--- src/rtl/rock_driver.sv ---
// Rocking-motion driver: phase accumulator sets swing rate, PWM sets motor drive strength.
// Optional soft start (amplitude ramps up after reset) is enabled by defining ROCK_DRIVER_SOFTSTART_EN.
module rock_driver #(
  parameter int ACC_W     = 16,
  parameter int FREQ_INIT = 64,
  parameter int FREQ_MIN  = 16,
  parameter int FREQ_MAX  = 240,
  parameter int FREQ_STEP = 8,
  parameter int AMP_INIT  = 128,
  parameter int AMP_MIN   = 32,
  parameter int AMP_MAX   = 255,
  parameter int AMP_STEP  = 16,
  parameter int RECOVER   = 4
) (
  input  logic       clk,
  input  logic       reset,
  input  logic       enable,
  input  logic       Fplus,
  input  logic       Fmin,
  input  logic       Amin,
  output logic       dir,
  output logic       pwm,
  output logic [7:0] freq,
  output logic [7:0] amp,
  output logic       swing_done,
  output logic       sat
);

  localparam int CNT_W = $clog2(RECOVER + 1);
  localparam logic [7:0] L_FINIT = 8'(FREQ_INIT);
  localparam logic [7:0] L_FMIN  = 8'(FREQ_MIN);
  localparam logic [7:0] L_FMAX  = 8'(FREQ_MAX);
  localparam logic [7:0] L_FSTEP = 8'(FREQ_STEP);
  localparam logic [7:0] L_AINIT = 8'(AMP_INIT);
  localparam logic [7:0] L_AMIN  = 8'(AMP_MIN);
  localparam logic [7:0] L_AMAX  = 8'(AMP_MAX);
  localparam logic [7:0] L_ASTEP = 8'(AMP_STEP);
  localparam logic [CNT_W-1:0] L_RLAST = CNT_W'(RECOVER - 1);

  function automatic logic [7:0] sat_add(input logic [7:0] a, input logic [7:0] b,
                                         input logic [7:0] lim);
    logic [8:0] s;
    s = {1'b0, a} + {1'b0, b};
    return (s > {1'b0, lim}) ? lim : s[7:0];
  endfunction

  function automatic logic [7:0] sat_sub(input logic [7:0] a, input logic [7:0] b,
                                         input logic [7:0] lim);
    logic [8:0] d;
    d = {1'b0, a} - {1'b0, b};
    return (d[8] || (d[7:0] < lim)) ? lim : d[7:0];
  endfunction

  logic [ACC_W-1:0] r_acc;
  logic [7:0]       r_freq, r_amp, r_pwm_cnt;
  logic [CNT_W-1:0] r_clean;
  logic             r_swing_done, r_pend_fp, r_pend_fm, r_pend_am, r_soft_done;
  logic [ACC_W:0]   w_sum;
  logic [7:0]       w_freq_nxt, w_amp_nxt;
  logic [CNT_W-1:0] w_clean_nxt;

  assign w_sum = {1'b0, r_acc} + {{(ACC_W - 7){1'b0}}, r_freq};

  always_comb begin
    w_freq_nxt  = r_freq;
    w_amp_nxt   = r_amp;
    w_clean_nxt = r_clean;
    if (r_swing_done) begin
      if (r_pend_fp && !r_pend_fm)      w_freq_nxt = sat_add(r_freq, L_FSTEP, L_FMAX);
      else if (r_pend_fm && !r_pend_fp) w_freq_nxt = sat_sub(r_freq, L_FSTEP, L_FMIN);
      if (!r_soft_done) begin
        // Ramp phase: amplitude requests and recovery are deliberately ignored.
        w_amp_nxt   = sat_add(r_amp, L_ASTEP, L_AINIT);
        w_clean_nxt = '0;
      end else if (r_pend_am) begin
        w_amp_nxt   = sat_sub(r_amp, L_ASTEP, L_AMIN);
        w_clean_nxt = '0;
      end else if (r_clean == L_RLAST) begin
        w_amp_nxt   = sat_add(r_amp, 8'd1, L_AMAX);
        w_clean_nxt = '0;
      end else begin
        w_clean_nxt = r_clean + 1'b1;
      end
    end
  end

  always_ff @(posedge clk) begin
    if (reset) begin
      r_acc        <= '0;
      r_pwm_cnt    <= '0;
      r_swing_done <= 1'b0;
      r_pend_fp    <= 1'b0;
      r_pend_fm    <= 1'b0;
      r_pend_am    <= 1'b0;
      r_clean      <= '0;
      r_freq       <= L_FINIT;
`ifdef ROCK_DRIVER_SOFTSTART_EN
      r_amp        <= L_AMIN;
      r_soft_done  <= 1'b0;
`else
      r_amp        <= L_AINIT;
      r_soft_done  <= 1'b1;
`endif
    end else begin
      r_pwm_cnt    <= r_pwm_cnt + 1'b1;
      if (enable) r_acc <= w_sum[ACC_W-1:0];
      r_swing_done <= enable & w_sum[ACC_W];
      // Requests seen on the swing_done clk survive the clear and wait for the next swing.
      r_pend_fp    <= (r_pend_fp & ~r_swing_done) | Fplus;
      r_pend_fm    <= (r_pend_fm & ~r_swing_done) | Fmin;
      r_pend_am    <= (r_pend_am & ~r_swing_done) | Amin;
      r_freq       <= w_freq_nxt;
      r_amp        <= w_amp_nxt;
      r_clean      <= w_clean_nxt;
      r_soft_done  <= r_soft_done | (w_amp_nxt == L_AINIT);
    end
  end

  assign dir        = r_acc[ACC_W-1];
  assign pwm        = enable & (r_pwm_cnt < r_amp);
  assign freq       = r_freq;
  assign amp        = r_amp;
  assign swing_done = r_swing_done;
  assign sat        = (r_freq == L_FMIN) | (r_freq == L_FMAX) |
                      (r_amp == L_AMIN) | (r_amp == L_AMAX);

endmodule

--- config.mk ---
export PLATFORM = sky130hd
export DESIGN_NAME = rock_driver
export DESIGN_NICKNAME = d
export VERILOG_FILES = /design/src/rtl/rock_driver.sv
export SDC_FILE = /design/constraint.sdc
export NUM_CORES = 1
export LEC_CHECK = 0
export ABC_AREA = 1
export BUFFER_PORTS_ARGS = -buffer_cell sky130_fd_sc_hd__buf_2
export CAP_MARGIN = 0
export CORE_ASPECT_RATIO = 0.9
export CORE_MARGIN = 2
export CORE_UTILIZATION = 40
export DETAILED_ROUTE_END_ITERATION = 8
export GPL_TIMING_DRIVEN = 0
export PLACE_DENSITY = 0.69
export SYNTH_ARGS = -nofsm -noshare
export SYNTH_HDL_FRONTEND = slang
export SYNTH_SLANG_ARGS = --single-unit
--- constraint.sdc ---
create_clock -name clk -period 2 [get_ports clk]
set_clock_uncertainty 0.15 [all_clocks]
set_input_delay 0.5 -clock clk [delete_from_list [all_inputs] [get_ports clk]]
set_output_delay 0.5 -clock clk [all_outputs]
set_load 0.005 [all_outputs]
==> impl_results.rst, run 1 <==
.. list-table::
   :header-rows: 1

   * - Metric
     - Value
   * - Run status
     - finished, violations left
   * - Failing checks
     - setup timing
   * - Endpoint, Worst Hold
     - r_pend_fm$_SDFF_PP0_
   * - Primary flip-flop cell chosen by synthesis mapping
     - dfxtp_1
   * - Fraction of met1 tracks used by global routing
     - 25.4%
   * - Max Fanout on Critical Path
     - 9
   * - Leading post-synthesis cells by cell area
     - dfxtp_1 30%, nand2_1 12%, ha_1 11%
   * - HPWL after DPL
     - 5080 um
   * - Post-synth top area share
     - 29.5%
   * - Total of flip-flops plus latches after synthesis
     - 43
   * - Average wire per standard cell
     - about 14 um
   * - Total wire length
     - 8190 um
   * - Worst-case vdd ir drop
     - between 0.0002 and 0.00025 V
   * - Number of pins exceeding their max-slew limit in the final report
     - 0
   * - Drt pass-1 iters
     - 5
   * - TritonCTS buffer count
     - 5
   * - Synth Area per Inst
     - 6.64 um2
   * - Via count normalized by instance count
     - ~5.2
   * - IO Port Bufs
     - 20
   * - Total Nets Final
     - 537
   * - Cts hold-fix bufs
     - 0
   * - Type of the setup path with the least slack
     - reg2out
   * - Cell count after placement
     - 556
   * - Global routing met3 resource utilization
     - 2.66%
   * - Internal power summed over all cells
     - about 1.4 mW
   * - Cell accounting for the most synthesized area
     - dfxtp_1
   * - Data arrival time at the worst-slack endpoint
     - 1560 ps
   * - Share of total power in the clock network
     - 45.2%
   * - Max-cap violations
     - 0
   * - Synth warnings
     - 0
   * - Weighted congestion reported at the end of routability-driven placement
     - 0.930
   * - Period Utilization, post-route
     - 110%
   * - Clock transition at the registers of the reported paths
     - 90 ps
   * - Actual slew at the worst max-slew pin
     - 552 ps
   * - EDFF count, synth
     - 0
   * - Clock insertion delay at the later pin of the skew report
     - 300 ps
   * - Cell at the root of the clock tree
     - clkbuf_8
   * - Fill cells
     - between 600 and 700
   * - Horizontal die dimension
     - 94.0 um
   * - Antenna-violating nets left
     - 0
   * - Proportion of register bits with asynchronous set or reset after synthesis
     - 0%
   * - Part of the power in registers
     - 47.2%
   * - Minimum period implied by the final worst setup slack
     - 2210 ps
   * - Share of final-layout standard cells stronger than drive strength 1
     - 30.8%
   * - Final core utilization
     - 56.3%
   * - Switching power total
     - approximately 0.43 mW
   * - Via count
     - approximately 3,100
   * - Hold Path Stages
     - 3
   * - Die footprint
     - between 7000 and 8000 um2
   * - H-tree lvl count
     - 2
   * - Distinct cell type count after synthesis
     - 34
   * - Total of endpoints with negative setup slack in the final report
     - 8
   * - Antenna violations before repair
     - 0
   * - Global routing's busiest layer
     - met2
   * - Rows
     - 29
   * - Final global-route overflow total
     - 0
   * - Number of buffers on the longest clock path
     - 2
   * - Io pins
     - 26
   * - Depth of the most critical reg-to-reg path
     - 15
   * - Antenna Cells
     - 0
   * - Area of the core
     - 7040 um2
   * - Unrepaired setup endpoints after global routing
     - yes
   * - Slack of the worst reg-to-reg path
     - -170 ps
   * - Clock net sink count
     - 43
   * - Leading cell type by number of instances after synthesis
     - nand2_1
   * - Met2 layer usage reported by global route
     - about 34%
   * - Kind of start point of the critical path
     - flop
   * - Leakage Power
     - 1.81 nW
   * - R2R Path Start
     - amp[1]$_SDFF_PP0_
   * - Fraction of the yosys area taken by sequential cells
     - 29.5%
   * - Pin count of the biggest net entering global routing
     - 16
   * - Post-synth design cell area
     - 2920 um2
   * - R2R Path End
     - r_soft_done$_SDFF_PP1_
   * - Worst setup EP type
     - output port
   * - Final worst slack
     - -209 ps
   * - Count of endpoints failing hold in the final timing report
     - 0
   * - Final standard cell count with taps included and fillers excluded
     - 600
   * - Height of the die
     - 85.0 um
   * - Clock tree from TritonCTS
     - built
   * - GR Util All Layers
     - 19.8%
   * - WP data required
     - 1350 ps
   * - Effective utilization at floorplan
     - 41.4%
   * - Min-Delay Startpoint
     - Fmin
   * - Sum of negative setup slack
     - -838 ps
   * - Area added between synthesis and finish
     - 36.0%
   * - Number of design rule violations left after detail routing
     - 0
   * - Class of the tightest hold or removal check
     - in2reg
   * - Vias in the first global route
     - between 2,000 and 3,000
   * - First-pass GRT wire length
     - approximately 13,000 um
   * - Top post-synthesis cells by count
     - 91 x nand2_1, 60 x nor2_1, 58 x inv_1
   * - Number of design-rule violations left by the first detailed-router iteration
     - 169
   * - Power Density
     - roughly 470 nW/um2
   * - Combinational share of power
     - 7.6%
   * - Worst slew margin
     - 63.2%
   * - Number of instances in the synthesized netlist
     - 439
   * - Top achievable clock speed
     - 453 MHz
   * - Sw Share
     - between 20% and 30%
## per-layer routing
layer  vias up  share of wire (%)
li1       1550                  -
met4         0                2.0
met1      1425                 41
met5         -                  0
met2       117                 51
met3        19                5.5
## area by class of cell
type | instances | area, um2 | area share [%]
clock inverters | 3 | 71.3 | 1.80
inverters | 61 | 246 | 6.22
multi-input cells | 326 | 2090 | 52.7
repair buffers | 56 | 385 | 9.72
plain buffers | 13 | 83.8 | 2.11
well taps | 93 | 116 | 2.94
flip-flops and latches | 43 | 903 | 22.8
clock buffers | 5 | 68.8 | 1.74
## layout by cell type (no fill, tap or decap), types with 3 or more instances in the layout
master    netlist  routed
nor2_2          2       8
clkbuf_8        0       5
nand3_4         0       3
nand3_2         3       6
nand4_1         5       5
inv_1          58      45
nand3_1        30      24
o21ai_2         2       4
dfxtp_1        43      29
buf_2           1      20
nor2_1         60      52
a21oi_1        41      35
buf_6           1       7
o21ai_0        23      20
buf_4           4      35
a21oi_2         0       5
o211ai_1        3       3
xor2_1         15      13
dfxtp_4         0      10
ha_4            0       9
dfxtp_2         0       4
inv_2           2       9
nand2_2         0       7
clkbuf_1        7       6
conb_1          1       5
inv_4           0       4
ha_1           25      15
nand2_1        91      83
## sequential cells by signal, summed over array words and instances, names as in the netlist
register / count
r_pend_fm: 1
r_pend_am: 1
r_acc: 14
swing_done: 1
freq: 5
r_pend_fp: 1
r_pwm_cnt: 8
r_soft_done: 1
r_clean: 3
amp: 8
## worst max-delay path by stage
stage,endpoint,startpoint
after CTS,pwm,amp[1]$_SDFF_PP0_
final,sat,amp[1]$_SDFF_PP0_
after global routing,sat,amp[1]$_SDFF_PP0_
after floorplan,r_acc[15]$_SDFFE_PP0P_,freq[4]$_SDFFE_PP0P_
after detailed placement,r_soft_done$_SDFF_PP1_,amp[4]$_SDFF_PP0_
after global placement,r_soft_done$_SDFF_PP1_,amp[4]$_SDFF_PP0_
## power groups by stage
stage / Sequential, mW / Clock (mW) / Combinational, mW
after detailed placement: 0.910 / 0 / 0.125
final: 0.879 / 0.842 / 0.142
after global routing: 0.882 / 0.892 / 0.164
after floorplan: 0.905 / 0 / 0.0990
after CTS: 0.882 / 0.860 / 0.135
after global placement: 0.908 / 0 / 0.122
## worst max-delay path, stage by stage, from the launching register on
cell,delay (ps)
dfxtp_4,390
ha_1,220
nand3_2,120
inv_2,90
nand3_4,130
o211ai_1,160
buf_2,150
## cells by family after synthesis
group	after synthesis	share of synthesized area, %
buffers and inverters	74	10.3
AO/OA/AOI/OAI	79	15.0
flip-flops	43	29.5
other	1	0.129
AND/OR/NAND/NOR	200	29.1
adder cells (fa/ha/maj)	25	10.7
XOR/XNOR	17	5.11
## per-stage QoR
stage	power, mW	setup slack (ps)	hold WS (ps)	cell area (um2)
3_3_place_gp	1.03	-300	275	3150
3_5_place_dp	1.04	-312	278	3150
4_1_cts	1.88	-268	241	3660
2_1_floorplan	1.00	7.59	267	2930
5_1_grt	1.94	-311	261	3960
6_report	1.86	-209	246	3960
## what timing repair did
action                     in CTS  in global routing
gates resized for setup        62                 46
buffers inserted               19                 17
pin swaps                      26                 19
setup endpoints to repair      22                 22
(Power assumes the default switching activity.)
==> inputs of run 2 (changes only) <==
--- a/config.mk
+++ b/config.mk
@@ -8,12 +8,14 @@
 export ABC_AREA = 1
 export BUFFER_PORTS_ARGS = -buffer_cell sky130_fd_sc_hd__buf_2
 export CAP_MARGIN = 0
+export CELL_PAD_IN_SITES_DETAIL_PLACEMENT = 2
+export CELL_PAD_IN_SITES_GLOBAL_PLACEMENT = 2
 export CORE_ASPECT_RATIO = 0.9
-export CORE_MARGIN = 2
-export CORE_UTILIZATION = 40
+export CORE_MARGIN = 5
+export CORE_UTILIZATION = 30
 export DETAILED_ROUTE_END_ITERATION = 8
 export GPL_TIMING_DRIVEN = 0
-export PLACE_DENSITY = 0.69
+export PLACE_DENSITY = 0.86
 export SYNTH_ARGS = -nofsm -noshare
 export SYNTH_HDL_FRONTEND = slang
 export SYNTH_SLANG_ARGS = --single-unit
==> impl_results.rst, run 2 (synthesized netlist as in run 1, its figures left out) <==
.. list-table::
   :header-rows: 1

   * - Metric
     - Value
   * - Run status
     - finished, violations left
   * - Failing checks
     - setup timing
   * - Flip-flop count of the largest register, all copies and words added
     - 14
   * - Fill cells
     - ~1,100
   * - Top library cells by usage in the layout, fill and taps aside
     - 87 x nand2_1, 53 x nor2_1, 48 x inv_1
   * - Data arrival time at the worst-slack endpoint
     - 2450 ps
   * - Area of placed instances
     - 3190 um2
   * - Top cell family by delay on the critical path
     - simple AND/OR/NAND/NOR gates
   * - Min-Delay Startpoint
     - Fplus
   * - Antenna Cells
     - 0
   * - Period Utilization, post-route
     - 119%
   * - Area of the core
     - about 9600 um2
   * - Cell at the slowest stage of the critical path
     - dfxtp_4
   * - H-tree lvl count
     - 2
   * - R2R Path End
     - r_soft_done$_SDFF_PP1_
   * - Horizontal die dimension
     - approximately 110 um
   * - Hold Path Stages
     - 3
   * - Final worst slack
     - -376 ps
   * - First-pass GRT wire length
     - 19,100 um
   * - Crit path top cell by count
     - nand2_1
   * - GR Util All Layers
     - 20.4%
   * - Depth of the most critical reg-to-reg path
     - 15
   * - Pwr Total
     - 1.70 mW
   * - Number of pins exceeding their max-slew limit in the final report
     - 0
   * - Vias in the first global route
     - 3,552
   * - TritonCTS buffer count
     - 5
   * - Leakage Power
     - 1.73 nW
   * - Number of design-rule violations left by the first detailed-router iteration
     - 132
   * - Total Nets Final
     - 523
   * - Pin count of the biggest net entering global routing
     - 14
   * - Cell at the root of the clock tree
     - clkbuf_8
   * - Total of endpoints with negative setup slack in the final report
     - 19
   * - Height of the die
     - 104 um
   * - Antenna-violating nets left
     - 0
   * - Via count normalized by instance count
     - 5.30
   * - Antenna violations before repair
     - 0
   * - Power Density
     - 449 nW/um2
   * - DP Worst Slack
     - -534 ps
   * - Actual slew at the worst max-slew pin
     - ~630 ps
   * - Effective utilization at floorplan
     - 30.5%
   * - Cell count after placement
     - 589
   * - Top achievable clock speed
     - 421 MHz
   * - IO Port Bufs
     - 20
   * - Largest reg by FF count
     - r_acc
   * - Launching instance or port of the critical path
     - amp[0]$_SDFF_PP0_
   * - Kind of start point of the critical path
     - flop
   * - Share of final-layout standard cells stronger than drive strength 1
     - between 20% and 30%
   * - Io pins
     - 26
   * - Rows
     - 34
   * - Drt pass-1 iters
     - 5
   * - Slack of the worst reg-to-reg path
     - -380 ps
   * - Final standard cell count with taps included and fillers excluded
     - roughly 620
   * - Area added between synthesis and finish
     - 30.0%
   * - Cells along the critical path
     - inv_1, ha_4, nand3_1, nor2_1, nor2_1, nor2_1, nor2_2, nand2_4, nand2_1, nand2_1, nand2_1, nand3_1, nor2_1, nand2_1, nand2_1
   * - Clock net sink count
     - 43
   * - Number of buffer and inverter stages on the critical path
     - 1
   * - Worst slew margin
     - 58.0%
   * - Clock insertion delay at the later pin of the skew report
     - 330 ps
   * - Max Fanout on Critical Path
     - 6
   * - Endpoint, Worst Hold
     - r_pend_fp$_SDFF_PP0_
   * - Via count
     - 3,282
   * - Class of the tightest hold or removal check
     - in2reg
   * - Final global-route overflow total
     - 0
   * - Unrepaired setup endpoints after global routing
     - yes
   * - Worst setup EP type
     - flop
   * - Number of buffers on the longest clock path
     - 2
   * - Type of the setup path with the least slack
     - reg2reg
   * - Number of design rule violations left after detail routing
     - 0
   * - HPWL after DPL
     - between 7000 and 8000 um
   * - Count of endpoints failing hold in the final timing report
     - 0
   * - Weighted congestion reported at the end of routability-driven placement
     - 0.831
   * - Most common library cell in the layout ignoring fill and taps
     - nand2_1
   * - Worst-case vdd ir drop
     - between 0.0002 and 0.00025 V
   * - Cts hold-fix bufs
     - 0
   * - Minimum period implied by the final worst setup slack
     - 2380 ps
   * - Die footprint
     - 11,800 um2
   * - Average wire per standard cell
     - approximately 21 um
   * - WP data required
     - 2070 ps
   * - Delay of the slowest critical-path stage
     - 390 ps
   * - Clock transition at the registers of the reported paths
     - 110 ps
   * - Post-Layout Inst Area
     - 3790 um2
   * - Max-cap violations
     - 0
   * - Total wire length
     - 13,300 um
   * - Clock tree from TritonCTS
     - built
   * - R2R Path Start
     - amp[0]$_SDFF_PP0_
## run 2: changes by cell type in the layout (fill, tap and decap cells not counted), sizes merged
cell | before | now
buf | 62 | 48
bufinv | 2 | 0
clkbuf | 12 | 14
clkinv | 1 | 2
inv | 59 | 58
## run 2: timing repair
| action | CTS | global route |
|---|---|---|
| setup buffers | 18 | 4 |
| endpoints found under the setup margin | 25 | 23 |
| resized for setup | 54 | 41 |
| pin swaps | 7 | 7 |
## run 2: cell type report
class,count,area [um2],area share [%]
multi-input combinational,326,2050,54.0
timing repair buffer,42,265,7.00
sequential,43,898,23.7
tap,126,158,4.16
clock buffer,7,86.3,2.28
inverter,61,244,6.44
clock inverter,1,8.76,0.231
buffer,13,81.3,2.15
## run 2: worst max-delay path by stage
stage / endpoint / slack [ps] / cells past startpoint
finish: r_soft_done$_SDFF_PP1_ / -380 / 15
detailed placement: r_soft_done$_SDFF_PP1_ / -530 / 14
CTS: pwm / -310 / 7
floorplan: r_acc[15]$_SDFFE_PP0P_ / 8 / 13
global route: r_soft_done$_SDFF_PP1_ / -440 / 15
global placement: r_soft_done$_SDFF_PP1_ / -420 / 14
## run 2: stage by stage
step,utilization [%],setup TNS [ps],hold slack [ps]
after floorplan,-,0,267
after global placement,33.3,-3150,277
after detailed placement,33.3,-5500,295
after CTS,37.8,-1940,273
after global routing,39.6,-5420,279
final,39.6,-3090,256
## run 2: worst reg2reg max path, delay by kind of cell, from the launching register on
family,cells,cell delay (ps)
flip-flops,1,390
buffers and inverters,1,220
AND/OR/NAND/NOR,13,1340
adder cells (fa/ha/maj),1,180
## run 2: metal layers
| layer | part of all wire (%) | routed length, um | vias to the layer above | global-route usage [%] |
|---|---|---|---|---|
| met5 | 0 | 0 | - | 0 |
| met4 | 4.1 | 540 | 0 | 8.23 |
| met3 | 3.4 | 448 | 42 | 2.22 |
| met2 | 51 | 6800 | 85 | 36.3 |
| met1 | 41 | 5460 | 1638 | 24.7 |
| li1 | - | - | 1517 | - |
## run 2: power by group
part	leakage (nW)	total, mW	switching [mW]	internal (mW)
sequential	0.357	0.883	0.0188	0.864
combinational	1.32	0.164	0.103	0.0615
clock	0.0484	0.652	0.367	0.285
total	1.73	1.70	0.489	1.21
